[src/rtl/serial_pattern_gen.sv]
`default_nettype none
// ============================================================================
//  Module      : serial_pattern_gen
//  Description : Serial bit-stream transmitter. Captures a WIDTH-bit pattern
//                when start is accepted in IDLE. Shifts it out MSB-first on
//                sout, one bit per clock. Optionally repeats the frame, with
//                GAP_CYC idle cycles between frames. Exposes its FSM state
//                for waveform debug.
//
//  Ports
//    clk         in   1      clock, all logic on the rising edge
//    rst         in   1      synchronous reset, active-high
//    start       in   1      transmission request, sampled only in IDLE
//    pattern     in   WIDTH  frame to send, captured when start is accepted
//    repeat_cnt  in   8      number of frames to send (0 is treated as 1)
//    sout        out  1      serial data out (registered)
//    busy        out  1      high while in SHIFT or GAP
//    done        out  1      one-cycle pulse after the final frame
//    state       out  3      current FSM state encoding
//
//  Revision    : 1.0  initial release
// ============================================================================
module serial_pattern_gen #(
    parameter int WIDTH    = 8,
    parameter int GAP_CYC  = 2,
    parameter bit IDLE_LVL = 1'b0
) (
    input  logic             clk,
    input  logic             rst,
    input  logic             start,
    input  logic [WIDTH-1:0] pattern,
    input  logic [7:0]       repeat_cnt,
    output logic             sout,
    output logic             busy,
    output logic             done,
    output logic [2:0]       state
);

    // ------------------------------------------------------------------
    // Derived constants
    // ------------------------------------------------------------------
    localparam int IW = $clog2(WIDTH);
    // The gap counter needs at least one bit, even when GAP_CYC is 0 or 1.
    localparam int GW = (GAP_CYC > 1) ? $clog2(GAP_CYC) : 1;

    localparam logic [IW-1:0] c_LAST_IDX = IW'(WIDTH - 1);
    localparam logic [GW-1:0] c_GAP_LAST = (GAP_CYC > 0) ? GW'(GAP_CYC - 1) : '0;
    localparam bit            c_HAS_GAP  = (GAP_CYC > 0);

    // FSM state encoding
    localparam logic [2:0] c_IDLE  = 3'b000;
    localparam logic [2:0] c_SHIFT = 3'b001;
    localparam logic [2:0] c_GAP   = 3'b010;
    localparam logic [2:0] c_DONE  = 3'b011;

    // ------------------------------------------------------------------
    // Registered state
    // ------------------------------------------------------------------
    logic [2:0]       r_state;
    logic             r_sout;
    logic             r_busy;
    logic             r_done;
    logic [WIDTH-1:0] r_shadow;   // pattern as captured, reloaded for each frame
    logic [WIDTH-1:0] r_shift;    // bits of the current frame still to be sent
    logic [7:0]       r_reps;     // frames remaining, including the current one
    logic [IW-1:0]    r_idx;      // index of the bit currently on sout (0 = MSB)
    logic [GW-1:0]    r_gap;      // idle cycles already spent in the current gap

    // ------------------------------------------------------------------
    // Next-state values
    // ------------------------------------------------------------------
    logic [2:0]       w_state;
    logic             w_sout;
    logic             w_busy;
    logic             w_done;
    logic [WIDTH-1:0] w_shadow;
    logic [WIDTH-1:0] w_shift;
    logic [7:0]       w_reps;
    logic [IW-1:0]    w_idx;
    logic [GW-1:0]    w_gap;

    always_comb begin
        w_state  = r_state;
        w_sout   = r_sout;
        w_busy   = r_busy;
        w_done   = 1'b0;
        w_shadow = r_shadow;
        w_shift  = r_shift;
        w_reps   = r_reps;
        w_idx    = r_idx;
        w_gap    = r_gap;

        case (r_state)
            c_IDLE: begin
                w_sout = IDLE_LVL;
                w_busy = 1'b0;
                if (start) begin
                    // The MSB goes straight to sout on the accepting edge.
                    // The remaining bits are left-aligned in the shifter.
                    w_shadow = pattern;
                    w_shift  = pattern << 1;
                    w_reps   = (repeat_cnt == 8'd0) ? 8'd1 : repeat_cnt;
                    w_idx    = '0;
                    w_gap    = '0;
                    w_state  = c_SHIFT;
                    w_sout   = pattern[WIDTH-1];
                    w_busy   = 1'b1;
                end
            end

            c_SHIFT: begin
                if (r_idx == c_LAST_IDX) begin
                    if (r_reps > 8'd1) begin
                        w_reps = r_reps - 8'd1;
                        if (c_HAS_GAP) begin
                            w_state = c_GAP;
                            w_sout  = IDLE_LVL;
                            w_gap   = '0;
                        end else begin
                            // No gap: the next frame's MSB follows immediately.
                            w_state = c_SHIFT;
                            w_sout  = r_shadow[WIDTH-1];
                            w_shift = r_shadow << 1;
                            w_idx   = '0;
                        end
                    end else begin
                        w_state = c_DONE;
                        w_sout  = IDLE_LVL;
                        w_busy  = 1'b0;
                        w_done  = 1'b1;
                        w_reps  = 8'd0;
                    end
                end else begin
                    w_idx   = r_idx + 1'b1;
                    w_sout  = r_shift[WIDTH-1];
                    w_shift = r_shift << 1;
                end
            end

            c_GAP: begin
                // busy stays high through the gap; sout rests at the idle level.
                w_sout = IDLE_LVL;
                if (r_gap == c_GAP_LAST) begin
                    w_state = c_SHIFT;
                    w_sout  = r_shadow[WIDTH-1];
                    w_shift = r_shadow << 1;
                    w_idx   = '0;
                    w_gap   = '0;
                end else begin
                    w_gap = r_gap + 1'b1;
                end
            end

            c_DONE: begin
                // The done pulse lasts exactly one cycle.
                // start is not sampled here.
                w_state = c_IDLE;
                w_sout  = IDLE_LVL;
                w_busy  = 1'b0;
            end

            default: begin
                // Unused encodings recover to a clean IDLE.
                w_state  = c_IDLE;
                w_sout   = IDLE_LVL;
                w_busy   = 1'b0;
                w_shadow = '0;
                w_shift  = '0;
                w_reps   = 8'd0;
                w_idx    = '0;
                w_gap    = '0;
            end
        endcase
    end

    // ------------------------------------------------------------------
    // State registers
    // ------------------------------------------------------------------
    always_ff @(posedge clk) begin
        if (rst) begin
            r_state  <= c_IDLE;
            r_sout   <= IDLE_LVL;
            r_busy   <= 1'b0;
            r_done   <= 1'b0;
            r_shadow <= '0;
            r_shift  <= '0;
            r_reps   <= 8'd0;
            r_idx    <= '0;
            r_gap    <= '0;
        end else begin
            r_state  <= w_state;
            r_sout   <= w_sout;
            r_busy   <= w_busy;
            r_done   <= w_done;
            r_shadow <= w_shadow;
            r_shift  <= w_shift;
            r_reps   <= w_reps;
            r_idx    <= w_idx;
            r_gap    <= w_gap;
        end
    end

    assign sout  = r_sout;
    assign busy  = r_busy;
    assign done  = r_done;
    assign state = r_state;

endmodule
`default_nettype wire

[config.mk]
export PLATFORM = sky130hd
export DESIGN_NAME = serial_pattern_gen
export DESIGN_NICKNAME = d
export VERILOG_FILES = /design/src/rtl/serial_pattern_gen.sv
export SDC_FILE = /design/constraint.sdc
export NUM_CORES = 1
export LEC_CHECK = 0
export ABC_CLOCK_PERIOD_IN_PS = 1600
export CAP_MARGIN = 20
export CELL_PAD_IN_SITES_DETAIL_PLACEMENT = 1
export CELL_PAD_IN_SITES_GLOBAL_PLACEMENT = 1
export CORE_MARGIN = 2
export CORE_UTILIZATION = 36
export CTS_BUF_LIST = sky130_fd_sc_hd__clkbuf_16
export DETAILED_ROUTE_END_ITERATION = 10
export PLACE_DENSITY_LB_ADDON = 0.12
export SETUP_SLACK_MARGIN = 0.1
export SLEW_MARGIN = 15
export SYNTH_ARGS = -nofsm -noshare
export SYNTH_HDL_FRONTEND = slang
export SYNTH_SLANG_ARGS = --single-unit
[constraint.sdc]
create_clock -name clk -period 1.6 [get_ports clk]
set_input_delay 0.48 -clock clk [delete_from_list [all_inputs] [get_ports clk]]
set_output_delay 0.48 -clock clk [all_outputs]
set_load 0.02 [all_outputs]
==> Flow_metrics.wiki <==
{| class="wikitable"
! Metric !! Value
|-
| Run status || finished clean
|-
| Cells on Worst Hold Path || 2
|-
| Routability-driven placement congestion ratio || 0.828
|-
| Minimum setup slack among reg-to-reg paths || 0.02 ns
|-
| Clock tree from TritonCTS || yes
|-
| Number of antenna violations at the first check in global routing || 0
|-
| Data required time of the critical path || 1.75 ns
|-
| Number of flip-flops and latches in the synthesized netlist || 32
|-
| Tightest Hold Check Type || reg -> reg
|-
| Proportion of power drawn by combinational gates || ~28%
|-
| Bufs on Longest Clock Path || 2
|-
| Pin count of the biggest net entering global routing || 20
|-
| Destination of the worst register-to-register timing path || r_gap
|-
| Number of antenna-violating nets in the routed design || 0
|-
| Core footprint || 0.00472 mm^2
|-
| H-tree depth || 2
|-
| Dominant register cell in the synthesized netlist || sky130_fd_sc_hd__dfxtp_1
|-
| Post-synthesis instance total || 211
|-
| Period Utilization, post-route || 98.7%
|-
| Overall via count from detail_route || 1806
|-
| Number of enable flip-flop cells after synthesis || 0
|-
| Pwr Density || 954 mW/mm^2
|-
| Port buffer count || 23
|-
| DRT Wirelength || 5.84 mm
|-
| Top-Level Pins || 25
|-
| Design area || 0.00261 mm^2
|-
| Hold Violations, Final || 0
|-
| Relative contribution of the clock network to total power || 35.8%
|-
| Worst-path fanout max || 6
|-
| DRC || 0
|-
| Final Util || 55.3%
|-
| Hold_sp || r_shadow[1]
|-
| Endpoint, Worst Hold || r_shadow[1]
|-
| Type of the setup path with the least slack || reg -> reg
|-
| Sum of net half-perimeters after detailed placement || 4.04 mm
|-
| Post-Synthesis Net Count || 234
|-
| Root buffer selected by CTS || sky130_fd_sc_hd__clkbuf_16
|-
| Worst voltage drop across the vdd grid || 463 uV
|-
| Starting Density || 37.3%
|-
| Internal || 1.75 mW
|-
| Part of the total power dissipated in sequential elements || 36.4%
|-
| Leakage Power || approximately 1.0 nW
|-
| Number of violations of the max-capacitance limit || 0
|-
| Floorplan row count || 25
|-
| Number of cells traversed by the worst register-to-register path || 7
|-
| Initial detailed-routing violation count || 92
|-
| First-pass GRT wire length || 9.04 mm
|-
| Clock sink count || 32
|-
| Cts bufs inserted || 5
|-
| Die outline area || approximately 0.0055 mm^2
|-
| Number of fill cells || 552
|-
| Async set-or-reset flop fraction in the synthesized netlist || 0%
|-
| Layout Area Growth over Synthesis || 48.5%
|-
| Distinct cells, synth || 47
|-
| RSZ-0062 raised after global routing || true
|-
| Later-pin clock latency in the skew report || 0.27 ns
|-
| Sort of element at the end of the critical path || flip-flop
|-
| Final Max Slew Viols || 0
|-
| Mean instance size in the synthesized netlist || about 8.3 um^2
|-
| Max Freq || around 630 MHz
|-
| Switching fraction of total power || around 30%
|-
| Number of global-route vias before repair || 1929
|-
| Clock Pin Slew Worst Setup and Hold Paths || 0.05 ns
|-
| Die width || around 74 um
|-
| Final global-route overflow total || 0
|-
| Post-DR wirelength/cell || 17.4 um
|-
| Multi-input gate area || approximately 0.0011 mm^2
|-
| Sequential Area || roughly 660 um^2
|-
| Setup violation total in the final timing report || 0
|-
| Overall Global Routing Usage || 21.8%
|-
| Antenna diode instance count || 0
|-
| Placed insts || around 320
|-
| Arrival time at the worst endpoint || roughly 1.7 ns
|-
| Source of the worst register-to-register timing path || r_reps[0]
|-
| Routed via count divided by cell count || 5.39
|-
| Post-route clock skew || 0.00594 ns
|-
| Net total in the final layout || slightly below 300
|-
| Post-CTS Hold Buffers || 0
|-
| Number of search-and-repair iterations in the first detailed-routing pass || 4
|-
| Non-filler cells, final || 335
|-
| Standard cell area after detailed placement || 0.00223 mm^2
|-
| Share of layout cells above drive strength 1 || about a third
|-
| Synth Warn # || 0
|-
| Switching power of the nets || 749 uW
|-
| Clock period minus final worst setup slack || between 1.5 and 2 ns
|-
| Sequential cell area fraction in the yosys report || 36.4%
|-
| Chip height || 73.9 um
|-
| Sort of element at the start of the critical path || flip-flop
|-
| Synth Cell Area || 0.00176 mm^2
|}
==> sequential cells by signal (all words and copies together) (netlist names) <==
signal and flops:
r_shift 7, done 1, busy 1, r_reps 8
r_idx 3, sout 1, r_gap 1, r_shadow 8
state 2
==> cells in the final DEF (no fill, tap or decap), types with 6 or more instances in the layout <==
cell type                         instances
sky130_fd_sc_hd__mux2i_1                 13
sky130_fd_sc_hd__dlygate4sd2_1            6
sky130_fd_sc_hd__buf_4                   33
sky130_fd_sc_hd__o21ai_0                  7
sky130_fd_sc_hd__a31oi_1                  6
sky130_fd_sc_hd__inv_1                    9
sky130_fd_sc_hd__nor2_1                  28
sky130_fd_sc_hd__clkdlybuf4s50_1         13
sky130_fd_sc_hd__a21oi_1                 19
sky130_fd_sc_hd__nand2_1                 23
sky130_fd_sc_hd__a211oi_1                 6
sky130_fd_sc_hd__dfxtp_1                 24
==> kinds of logic after synthesis <==
| kind of cell | after synthesis | share of synthesized area [%] |
|---|---|---|
| simple gates | 77 | 22.0 |
| compound gates | 62 | 23.6 |
| flops | 32 | 36.4 |
| buf+inv | 22 | 7.53 |
| mux | 13 | 7.39 |
| fa+ha+maj | 4 | 2.84 |
| other cells | 1 | 0.213 |
==> through the flow <==
| stage | setup WS (ns) | setup TNS, ns | hold WS, ns | total power [mW] |
|---|---|---|---|---|
| 2_1_floorplan | 0.102 | 0 | 0.436 | 1.24 |
| 3_3_place_gp | -0.330 | -3.55 | 0.442 | 1.46 |
| 3_5_place_dp | -0.412 | -5.28 | 0.449 | 1.48 |
| 4_1_cts | 0.00386 | 0 | 0.456 | 2.44 |
| 5_1_grt | -0.00392 | -0.00392 | 0.478 | 2.61 |
| 6_report | 0.0208 | 0 | 0.454 | 2.49 |
==> Yosys cell counts, drive strengths merged (2+ instances only) <==
| master | n | area, um^2 |
|---|---|---|
| mux2i | 13 | 130 |
| a31oi | 7 | 58.8 |
| nand2 | 25 | 101 |
| clkbuf | 4 | 15.0 |
| or4 | 2 | 18.8 |
| a211oi | 7 | 52.6 |
| ha | 4 | 50.1 |
| nor4 | 3 | 40.0 |
| nor3 | 3 | 15.0 |
| nor2b | 3 | 18.8 |
| o21ai | 10 | 50.0 |
| a21oi | 24 | 124 |
| a32oi | 2 | 17.5 |
| inv | 9 | 33.8 |
| or2 | 2 | 12.5 |
| dfxtp | 32 | 641 |
| o32ai | 3 | 26.3 |
| nor2 | 28 | 105 |
| and2 | 3 | 18.8 |
| nand2b | 3 | 26.3 |
| buf | 9 | 83.8 |
| nand3 | 2 | 10.0 |
==> area by class of cell <==
class | count | share of cell area, %
Tap cell | 67 | 3.21
Clock inverter | 3 | 0.431
Clock buffer | 5 | 4.79
Inverter | 9 | 1.39
Timing Repair Buffer | 62 | 21.2
Sequential cell | 32 | 25.2
Multi-Input combinational cell | 157 | 43.8
==> metal layers <==
layer	up-vias	GRT usage, %	part of all wire (%)
met5	-	0	0
met2	38	38.5	53
met3	10	5.28	2.7
met4	0	7.47	1.5
met1	894	26.0	42
li1	864	-	-
==> worst max-delay path: stages, from the launching register on <==
cell                       delay, ns
sky130_fd_sc_hd__dfxtp_4        0.38
sky130_fd_sc_hd__inv_4          0.05
sky130_fd_sc_hd__ha_4           0.15
sky130_fd_sc_hd__or2_4          0.25
sky130_fd_sc_hd__a31oi_4        0.31
sky130_fd_sc_hd__buf_6          0.18
sky130_fd_sc_hd__buf_6          0.09
sky130_fd_sc_hd__a221oi_2       0.05
==> power groups by stage <==
stage | clock network, mW | registers, mW | logic, mW
floorplan | 0 | 0.920 | 0.318
global placement | 0 | 0.912 | 0.546
detailed placement | 0 | 0.916 | 0.568
CTS | 0.912 | 0.902 | 0.629
global route | 0.954 | 0.912 | 0.747
finish | 0.893 | 0.907 | 0.695
==> worst max-delay path by stage <==
stage	start	to	slack [ns]	cells after the start
finish	r_reps[0]	r_gap	0.02	7
global route	r_reps[0]	r_reps[0]	-0.004	7
CTS	r_reps[0]	r_reps[0]	0.004	8
detailed placement	repeat_cnt[4]	r_reps[0]	-0.41	5
global placement	repeat_cnt[4]	r_reps[0]	-0.33	5
floorplan	r_idx[0]	r_shift[3]	0.10	7
==> what timing repair did <==
item / CTS / global route
hold endpoints to repair: 0 / 0
pin swaps: 15 / 15
setup buffers: 8 / 2
endpoints found under the setup margin: 24 / 16
gates resized for setup: 32 / 31
Power figures use the tool's default switching activity.
